==> src/rtl/traceback_column_writer.sv <==
//------------------------------------------------------------------------------
// Module      : traceback_column_writer
// Description : Packs a column of traceback direction entries into memory
//               words of MEM_WIDTH entries each and writes them to consecutive
//               addresses starting at a per-column base address. A partial
//               final word is padded. Writes use a hold-until-ack handshake.
//               Optional feature macro: TB_PAD_STOP_EN. When it is defined,
//               pad slots are all-ones (stop code). Otherwise they are zero.
// Revision    : 1.0 - initial release
//------------------------------------------------------------------------------
`default_nettype none

`ifndef MEM_WIDTH
`define MEM_WIDTH 4
`endif

`ifndef DIRECTION_WIDTH
`define DIRECTION_WIDTH 5
`endif

module traceback_column_writer #(
  parameter int MEM_WIDTH       = `MEM_WIDTH,
  parameter int DIRECTION_WIDTH = `DIRECTION_WIDTH,
  parameter int ADDR_WIDTH      = 10
) (
  input  logic                                   clk,
  input  logic                                   rst_n,
  input  logic                                   col_start,
  input  logic [ADDR_WIDTH-1:0]                  col_base_addr,
  input  logic                                   dir_valid,
  output logic                                   dir_ready,
  input  logic [DIRECTION_WIDTH-1:0]             dir_data,
  input  logic                                   dir_last,
  output logic                                   mem_wen,
  output logic [ADDR_WIDTH-1:0]                  mem_addr,
  output logic [0:MEM_WIDTH*DIRECTION_WIDTH-1]   mem_wdata,
  input  logic                                   mem_ack,
  output logic                                   col_done
);

  localparam int c_dw     = DIRECTION_WIDTH;
  localparam int c_word_w = MEM_WIDTH * DIRECTION_WIDTH;
  localparam int c_cnt_w  = $clog2(MEM_WIDTH);
  localparam logic [c_cnt_w-1:0] c_last_slot = c_cnt_w'(MEM_WIDTH - 1);

`ifdef TB_PAD_STOP_EN
  localparam logic [c_dw-1:0] c_pad = '1;
`else
  localparam logic [c_dw-1:0] c_pad = '0;
`endif

  typedef enum logic [1:0] {
    S_IDLE  = 2'd0,
    S_FILL  = 2'd1,
    S_DRAIN = 2'd2
  } state_t;

  state_t                r_state;
  logic [c_cnt_w-1:0]    r_cnt;
  logic [ADDR_WIDTH-1:0] r_word_idx;
  logic [ADDR_WIDTH-1:0] r_base;

  logic                  w_accept;
  logic                  w_complete;
  logic                  w_ack;
  logic [0:c_word_w-1]   w_word;

  // An entry can be taken only while filling and the output register is
  // either empty or being emptied by the memory this very cycle.
  assign dir_ready  = (r_state == S_FILL) && !(mem_wen && !mem_ack);
  assign w_accept   = dir_valid && dir_ready;
  assign w_complete = w_accept && ((r_cnt == c_last_slot) || dir_last);
  assign w_ack      = mem_wen && mem_ack;

  // Slots below the last one keep a holding register; the word seen at the
  // completion edge takes earlier slots from storage, the current slot from
  // dir_data and anything after it as padding.
  for (genvar gi = 0; gi < MEM_WIDTH - 1; gi++) begin : g_fill
    localparam logic [c_cnt_w-1:0] c_idx = c_cnt_w'(gi);
    logic [c_dw-1:0] r_slot;

    // Capture the entry destined for this slot.
    always_ff @(posedge clk or negedge rst_n) begin
      if (!rst_n) begin
        r_slot <= '0;
      end else if (w_accept && (r_cnt == c_idx)) begin
        r_slot <= dir_data;
      end
    end

    assign w_word[gi*c_dw +: c_dw] = (r_cnt > c_idx)  ? r_slot   :
                                     (r_cnt == c_idx) ? dir_data : c_pad;
  end

  // The last slot is only ever filled at the completion edge itself.
  assign w_word[(MEM_WIDTH-1)*c_dw +: c_dw] = (r_cnt == c_last_slot) ? dir_data : c_pad;

  // Column sequencing, slot counting and the registered write port.
  always_ff @(posedge clk or negedge rst_n) begin
    if (!rst_n) begin
      r_state    <= S_IDLE;
      r_cnt      <= '0;
      r_word_idx <= '0;
      r_base     <= '0;
      mem_wen    <= 1'b0;
      mem_addr   <= '0;
      mem_wdata  <= '0;
      col_done   <= 1'b0;
    end else begin
      col_done <= 1'b0;

      // Retire the pending write; a coincident completion below reloads it
      // in the same edge so the write request has no gap.
      if (w_ack) begin
        mem_wen <= 1'b0;
      end

      if (w_complete) begin
        mem_wen    <= 1'b1;
        mem_addr   <= r_base + r_word_idx;
        mem_wdata  <= w_word;
        r_word_idx <= r_word_idx + 1'b1;
        r_cnt      <= '0;
      end else if (w_accept) begin
        r_cnt <= r_cnt + 1'b1;
      end

      case (r_state)
        S_IDLE: begin
          if (col_start) begin
            r_base     <= col_base_addr;
            r_word_idx <= '0;
            r_cnt      <= '0;
            r_state    <= S_FILL;
          end
        end
        S_FILL: begin
          if (w_complete && dir_last) begin
            r_state <= S_DRAIN;
          end
        end
        S_DRAIN: begin
          if (w_ack) begin
            r_state  <= S_IDLE;
            col_done <= 1'b1;
          end
        end
        default: begin
          r_state <= S_IDLE;
        end
      endcase
    end
  end

endmodule

`default_nettype wire

==> config.mk <==
export PLATFORM = sky130hd
export DESIGN_NAME = traceback_column_writer
export DESIGN_NICKNAME = d
export VERILOG_FILES = /design/src/rtl/traceback_column_writer.sv
export SDC_FILE = /design/constraint.sdc
export NUM_CORES = 1
export LEC_CHECK = 0
export CAP_MARGIN = 20
export CORE_MARGIN = 10
export CORE_UTILIZATION = 25
export DETAILED_ROUTE_END_ITERATION = 8
export PLACE_DENSITY = 0.51
export SYNTH_ARGS = -nofsm -noshare
export SYNTH_HDL_FRONTEND = slang
export SYNTH_SLANG_ARGS = --single-unit
==> constraint.sdc <==
create_clock -name clk -period 5.3 [get_ports clk]
set_input_delay 0.795 -clock clk [delete_from_list [all_inputs] [get_ports clk]]
set_output_delay 0.795 -clock clk [all_outputs]
set_load 0.005 [all_outputs]
==> metrics, run 1 <==
outcome complete, no violations; Setup crit end kind output port; Buffers on Ports 53; Post-Syn Instances 297; Clk Latency, worst-skew pair 0.32 ns; Detailed Place HPWL 5.663 mm; maxcap violations 0; Initial DRC Count 141; Switch Pwr 728.5 uW; Sw Ratio between 30% and 40%; Slew Viols, Final 0; die outline area 18,660 um2; # hold bufs at CTS 0; Reg clk slew, reported paths 0.05 ns; Die W 136.6 um; crit path cell chain clkdlybuf4s50_1 > nand2b_1 > nand2_1 > nor2_1 > clkdlybuf4s50_1; Initial Utilization 25.56%; vias in the first global route ~2,500; CP startpoint kind input port; CP bufs+invs 2; cell area after synthesis around 3400 um2; post-route cell area between 4000 and 5000 um2; Max stage delay on crit path 0.51 ns; synthesis-stage register bit count between 70 and 80; Top Ports 54; gpl congestion 0.7483; drt pass-1 iters 4; post-synth top area cell dfrtp_1; critical path class input port to output port; WL per Instance about 15 um; H-tree levels 3; Final Cycle Share a little under three fifths; TritonCTS buffer count 9; P_int ~1.5 mW; routed via count 2,378; CP delay by family, top buffers and inverters; Syn Nets 333; Clk pwr share 24.2%; count leader, synth dfrtp_1; CTS sink cnt 71; # diodes 0; CP Max Fanout 5; first-pass GRT wire length 13.31 mm; Nets ~390; area grow syn2layout 27.95%; Worst EP required approximately 4.5 ns; Post-synth top cells dfrtp_1, nor2_1, nand2_1, mux2_1; power per cell area 520.9 nW/um2; Synth cell types between 40 and 50; Core Region 13,300 um2; maximum clock path buffer count 2; largest net degree at the start of global routing 72; prevailing post-synth register cell dfrtp_1; Chip Height 136.6 um; final WL 8.117 mm; Placed Area 4073 um2; initial antenna violation count 0; cell repeated most along the worst path clkdlybuf4s50_1; RSZ-0062 raised after global routing false; Hold Fails Final Rpt 0; root buf cell clkbuf_16; number of setup violations in the final report 0; Syn. warnings 0; Tot GR Track Use 8.910%; Seq pwr share about two fifths; min Tclk post-route 2.954 ns; Congestion Overflow GR 0; HP Class flop to flop; Vias/cell about 4.5; Post-DRT Antenna Nets 0; Async SR Flop Fraction 100.0%; largest cells by area after synthesis dfrtp_1, mux2_1, ha_1; leakage between 1.5 and 2 nW; Filler Cell Count roughly 1,400; clock skew 0.006833 ns; layout cells sized above 1 a little over a tenth; Avg Cell Area, Syn 11.44 um2; Worst Path Arrival about 2.2 ns; Setup Buffers After CTS 0; Slew headroom between 30% and 40%; EDFF count, synth 0; Core Rows 42; maximum VDD drop 0.1830 mV; Gate power share a little over a third; worst-margin pin slew 0.9493 ns; Synth top area share 52.28%; DRC 0; TNS Setup 0 ns; post-synthesis sequential area ratio 52.28%; TritonCTS clock tree done; Peak Freq between 300 and 400 MHz; post-CTS sizing 0; Critical-path top delay cell clkdlybuf4s50_1
==> registers in the layout (all words and copies together), names as in the netlist <==
signal / cells
mem_wdata: 20
r_cnt: 2
r_word_idx: 10
mem_wen: 1
r_base: 10
mem_addr: 10
col_done: 1
g_fill.r_slot: 15
r_state: 2
==> cell families (layout without fill, tap and decap cells) <==
family	Yosys count	in the layout	synth area share, %
flops	71	71	52.28
mux	33	33	10.64
buf+inv	18	76	3.093
xor+xnor	15	15	3.866
fa+ha+maj	15	15	5.744
simple gates	95	95	13.95
compound gates	50	50	10.42
==> power by group through the flow <==
stage / clock, mW / combinational, mW / sequential [mW]
5_1_grt: 0.587 / 0.910 / 0.935
3_5_place_dp: 0 / 0.827 / 0.916
6_report: 0.548 / 0.813 / 0.904
4_1_cts: 0.565 / 0.832 / 0.909
3_3_place_gp: 0 / 0.816 / 0.907
2_1_floorplan: 0 / 0.478 / 0.885
==> layout make-up <==
cell class	count	area, um2	area share (%)
timing repair buffer	55	540.5	12.43
inverter	5	18.77	0.4317
sequential	71	1777	40.86
tap	176	220.2	5.065
clock buffer	10	239.0	5.496
multi-input combinational	208	1516	34.88
clock inverter	6	36.28	0.8345
==> final timing paths <==
path                              from                  end  slack (ns)  cells after the start
setup / recovery               mem_ack            dir_ready        2.35                      5
hold / removal             mem_addr[2]          mem_addr[2]        0.47                      2
setup reg to reg              r_cnt[0]        r_word_idx[9]        2.74                      6
hold reg to reg            mem_addr[2]          mem_addr[2]        0.47                      2
max in group asynchronous        rst_n  g_fill[0].r_slot[4]        3.99                      2
min in group asynchronous        rst_n        mem_wdata[18]        0.67                      2
==> cell usage in the layout, fill, tap and decap left out, drive strengths merged, types with 6 or more instances in the layout <==
cell           count
mux2              25
clkdlybuf4s50     52
o21ai             14
a221oi            10
clkbuf            10
a21oi             10
and2               6
xor2               8
ha                14
mux2i              8
xnor2              7
a22o               6
nand2             27
nor2              35
dfrtp             71
==> tightest hold or removal path: stages, from the launching register on <==
cell and delay (ns):
dfrtp_1 0.34, nand2_1 0.04, o21ai_0 0.06
==> per-layer routing <==
metal  vias up  part of all wire [%]  GRT usage [%]
met5         -                     0              0
met1      1188                    49          11.60
li1       1149                     -              -
met2        39                    46          13.62
met4         0                  0.74          2.840
met3         2                   4.5          2.933
==> through the flow <==
stage                     setup slack [ns]  instances  util, %  hold WS [ns]  total power, mW
after floorplan                      3.378        297        -        0.4574            1.364
final                                2.346        531    32.70        0.4749            2.265
after global routing                 2.238        531    32.70        0.5079            2.433
after detailed placement             2.187        515    30.63        0.4710            1.743
after global placement               2.243        515    30.63        0.4682            1.724
after CTS                            2.328        531    32.70        0.4836            2.306
No activity file was read; power rests on OpenSTA's default activity.
==> inputs of run 2 (changes only) <==
==> constraint.sdc (replaced) <==
create_clock -name clk -period 2.8 [get_ports clk]
set_input_delay 0.42 -clock clk [delete_from_list [all_inputs] [get_ports clk]]
set_output_delay 0.42 -clock clk [all_outputs]
set_load 0.005 [all_outputs]
==> metrics, run 2 (same netlist as run 1, synthesis figures left out) <==
layout cells sized above 1 11.45%; final WL roughly 8.3 mm; CP startpoint kind input port; min Tclk post-route 2.208 ns; Gate power share 33.7%; maxcap violations 0; Hold Fails Final Rpt 0; Nets 389; Final Cycle Share around four fifths; clock skew ~0.0047 ns; TNS Setup 0 ns; hold_ws 0.1732 ns; die outline area 18,660 um2; top flop regs mem_wdata x20, g_fill.r_slot x15; Top Layer Used met4; P_int between 3 and 4 mW; Initial DRC Count around 100; # hold bufs at CTS 0; CTS sink cnt 71; TritonCTS clock tree done; root buf cell clkbuf_16; r2r startpoint r_cnt[0]; CP Max Fanout 5; drt pass-1 iters 4; routed via count approximately 2,400; commonest cells after routing, fill and taps aside dfrtp_1, clkdlybuf4s50_1, nor2_1; most common cell after layout, fill and taps aside dfrtp_1; Top Ports 54; HP Class input port to asynchronous set/reset pin; Die W 136.6 um; Congestion Overflow GR 0; outcome complete, no violations; power per cell area 1037 nW/um2; max reg flops 20; initial antenna violation count 0; Worst EP required between 2 and 2.5 ns; first-pass GRT wire length 13.81 mm; vias in the first global route 2,571; Seq pwr share 37.1%; gpl congestion 0.7770; Vias/cell 4.489; Clk pwr share 29.1%; # diodes 0; Chip Height 136.6 um; worst r2r path cells 7; number of setup violations in the final report 0; H-tree levels 3; Post-DRT Antenna Nets 0; Tot GR Track Use 9.304%; Buffers on Ports 53; Worst Path Arrival 1.79 ns; area grow syn2layout 30.93%; Slew Viols, Final 0; worst-margin pin slew about 0.8 ns; critical path class input port to output port; met3 wire length 316 um; met1 wire length 4.023 mm; Switch Pwr 1.413 mW; Initial Utilization 25.56%; Clk Latency, worst-skew pair 0.32 ns; RSZ-0062 raised after global routing false; maximum VDD drop about 0.33 mV; Peak Freq 452.8 MHz; TritonCTS buffer count 9; WL per Instance between 15 and 20 um; largest net degree at the start of global routing 34; maximum clock path buffer count 2; Slew headroom 47.16%; Filler Cell Count about 1,300; Setup Buffers After CTS 0; Core Region 13,300 um2; Reg clk slew, reported paths approximately 0.060 ns; reg2reg end r_word_idx[5]; Setup crit end kind output port; post-CTS sizing 0; Sw Ratio a little under a third; leakage 1.976 nW; Core Rows 42; DRC 0; Met2 Wirelength 3.861 mm; Detailed Place HPWL 6.014 mm; FF-to-FF setup slack 0.69 ns; Top reg by flops mem_wdata
==> run 2: cell types whose count changed in the layout (fill, tap and decap cells not counted), sizes merged <==
cell    previous run  this run
clkinv             5         0
buf                3         6
inv                5         7
bufinv             0         3
==> run 2: layer usage <==
metal	up-vias	track usage, %
met4	0	2.130
met5	-	0
met3	6	2.749
met2	39	14.48
li1	1161	-
met1	1191	12.40
==> run 2: stage by stage <==
stage | instance area [um2] | instances | utilization [%] | power, mW | setup slack, ns
after global placement | 4095 | 518 | 30.80 | 3.282 | 0.5835
after floorplan | 3398 | 297 | - | 2.581 | 0.9419
after global routing | 4449 | 534 | 33.47 | 4.957 | 0.4677
after detailed placement | 4095 | 518 | 30.80 | 3.323 | 0.5431
after CTS | 4449 | 534 | 33.47 | 4.695 | 0.5715
final | 4449 | 534 | 33.47 | 4.614 | 0.5916
==> run 2: how the worst max path moves through the flow <==
stage | to | from | slack, ns
2_1_floorplan | mem_addr[9] | r_word_idx[3] | 0.94
3_3_place_gp | g_fill[0].r_slot[4] | mem_ack | 0.58
3_5_place_dp | r_word_idx[5] | mem_ack | 0.54
4_1_cts | dir_ready | mem_ack | 0.57
5_1_grt | dir_ready | mem_ack | 0.47
6_report | dir_ready | mem_ack | 0.59
==> run 2: area by class of cell <==
class / instances / area, um2 / share of cell area, %
Timing Repair Buffer: 58 / 563.0 / 12.65
Clock buffer: 10 / 239.0 / 5.371
Inverter: 5 / 18.77 / 0.4218
Sequential cell: 71 / 1777 / 39.93
Multi-Input combinational cell: 208 / 1516 / 34.08
Clock inverter: 6 / 115.1 / 2.587
Tap cell: 176 / 220.2 / 4.949
==> run 2: critical path: stages <==
cell             delay (ns)
clkdlybuf4s50_1        0.48
nand2b_1               0.21
nand2_1                0.07
nor2_1                 0.09
clkdlybuf4s50_1        0.51
==> run 2: power by group through the flow <==
stage,combinational (mW),clock [mW],sequential (mW)
2_1_floorplan,0.905,0,1.68
3_3_place_gp,1.55,0,1.73
3_5_place_dp,1.59,0,1.74
4_1_cts,1.60,1.38,1.72
5_1_grt,1.75,1.42,1.78
6_report,1.56,1.34,1.71
==> inputs of run 3 (changes only) <==
--- a/config.mk
+++ b/config.mk
@@ -9,7 +9,7 @@
 export CORE_MARGIN = 10
 export CORE_UTILIZATION = 25
 export DETAILED_ROUTE_END_ITERATION = 8
-export PLACE_DENSITY = 0.51
+export PLACE_DENSITY = 0.53
 export SYNTH_ARGS = -nofsm -noshare
 export SYNTH_HDL_FRONTEND = slang
 export SYNTH_SLANG_ARGS = --single-unit
==> constraint.sdc (replaced) <==
create_clock -name clk -period 1.92 [get_ports clk]
set_input_delay 0.288 -clock clk [delete_from_list [all_inputs] [get_ports clk]]
set_output_delay 0.288 -clock clk [all_outputs]
set_load 0.005 [all_outputs]
==> metrics, run 3 (same netlist as run 1, synthesis figures left out) <==
clock skew 0.006807 ns; Sw Ratio 32.55%; Reg clk slew, reported paths 0.06 ns; routed via count 2,434; failing checks negative hold slack; initial antenna violation count 0; Worst Path Arrival 2.13 ns; Clk pwr share a little under a quarter; CTS sink cnt just over 70; Max stage delay on crit path 0.40 ns; leakage between 2 and 2.5 nW; TritonCTS clock tree done; number of setup violations in the final report 0; Slew headroom 73.82%; Worst EP required 2.14 ns; Initial Utilization 25.56%; root buf cell clkbuf_16; crit path cell chain ha_1 > a21o_1 > nand4_1 > a211oi_2 > or3_1 > a31o_1; dpl cells approximately 530; Post-DRT Antenna Nets 0; Final Core Density 34.36%; maximum VDD drop 0.5705 mV; Filler Cell Count 1,339; max reg flops 20; Hold Fails Final Rpt 25; Top Ports 54; gpl congestion 0.7792; Die W 136.6 um; Final Cycle Share 99.39%; P_int 4.396 mW; vias in the first global route around 2,600; first-pass GRT wire length 13.31 mm; TritonCTS buffer count 9; Vias/cell 4.442; Core Region 13,300 um2; CP startpoint kind flop; Switch Pwr 2.121 mW; most common cell after layout, fill and taps aside dfrtp_1; critical path class flop to flop; layout cells sized above 1 17.74%; non-filler instance count after layout about 550; Seq pwr share about two fifths; RSZ-0062 raised after global routing true; H-tree levels 3; drt pass-1 iters 4; die outline area 18,660 um2; Slew Viols, Final 0; Core Rows 42; Nets 403; Chip Height 136.6 um; DRC 0; Top reg by flops mem_wdata; worst-margin pin slew 0.3927 ns; CP bufs+invs 0; power per cell area between 1000 and 1500 nW/um2; Setup crit end kind flop; maxcap violations 0; final WL 8.141 mm; Critical-path top delay cell dfrtp_1; top flop regs mem_wdata x20, g_fill.r_slot x15; Buffers on Ports 53; Initial DRC Count 102; WL per Instance 14.86 um; maximum clock path buffer count 2; CP Max Fanout 3; CP delay by family, top simple AND/OR/NAND/NOR gates; Tot GR Track Use 9.011%; Gate power share 38.0%; HP Class input port to asynchronous set/reset pin; Congestion Overflow GR 0; largest net degree at the start of global routing 72; Clk Latency, worst-skew pair 0.33 ns; # hold bufs at CTS 0; outcome finished, violations left; min Tclk post-route 1.908 ns; area grow syn2layout 34.43%; commonest cells after routing, fill and taps aside dfrtp_1, clkdlybuf4s50_1, nor2_1; # diodes 0; Peak Freq about 520 MHz; hold_ws -0.02838 ns; Detailed Place HPWL 5.875 mm
## run 3: cell count changes in the layout (fill, tap and decap cells not counted), sizes merged
cell / change
buf: +14
bufinv: -3
clkinv: +3
clkbuf: -1
clkdlybuf4s50: -1
clkinvlp: +1
dlymetal6s2s: +1
## run 3: per-stage QoR
stage	setup TNS [ns]	worst slack, ns	hold WS (ns)	power (mW)	cell area (um2)
2_1_floorplan	0	0.06195	-0.007591	3.764	3398
3_3_place_gp	-0.4431	-0.03245	0.3485	4.904	4230
3_5_place_dp	-1.293	-0.1047	0.3588	4.956	4230
4_1_cts	0	0.01056	0.0009180	6.623	4559
5_1_grt	-0.08486	-0.05444	0.004913	7.002	4568
6_report	0	0.01175	-0.02838	6.517	4568
## run 3: timing repair
item                                    4_1_cts  5_1_grt
pin swaps                                     5        6
endpoints found under the setup margin        3        3
gates resized for setup                       9        3
buffers inserted                              1        0
## run 3: layout make-up
| class | instances | area, um2 | area share (%) |
|---|---|---|---|
| inverters | 5 | 18.77 | 0.4108 |
| clock inverters | 7 | 55.05 | 1.205 |
| well taps | 176 | 220.2 | 4.821 |
| clock buffers | 9 | 225.2 | 4.930 |
| multi-input cells | 208 | 1564 | 34.24 |
| repair buffers | 72 | 708.2 | 15.50 |
| flip-flops and latches | 71 | 1777 | 38.89 |
## run 3: power groups by stage
stage	clock network, mW	registers [mW]	logic (mW)
after CTS	1.60	2.49	2.53
after floorplan	0	2.44	1.32
final	1.56	2.48	2.48
after detailed placement	0	2.50	2.45
after global placement	0	2.49	2.41
after global routing	1.66	2.57	2.77
## run 3: per-layer routing
layer | up-vias | wire (um) | global-route usage (%)
met3 | 5 | 397 | 3.006
met5 | - | 0 | 0
met1 | 1198 | 3931 | 11.76
met2 | 39 | 3722 | 13.59
met4 | 0 | 89 | 3.136
li1 | 1192 | - | -
## run 3: worst paths after layout
path | from | end | slack [ns] | cells past startpoint
max in group asynchronous | rst_n | r_base[8] | 1.64 | 2
worst min register to register | mem_addr[4] | mem_addr[4] | 0.48 | 2
worst min-delay path | rst_n | mem_wdata[15] | -0.03 | 2
min in group clk | mem_addr[4] | mem_addr[4] | 0.48 | 2
worst max register to register | r_word_idx[1] | mem_addr[9] | 0.01 | 6
worst max-delay path | r_word_idx[1] | mem_addr[9] | 0.01 | 6
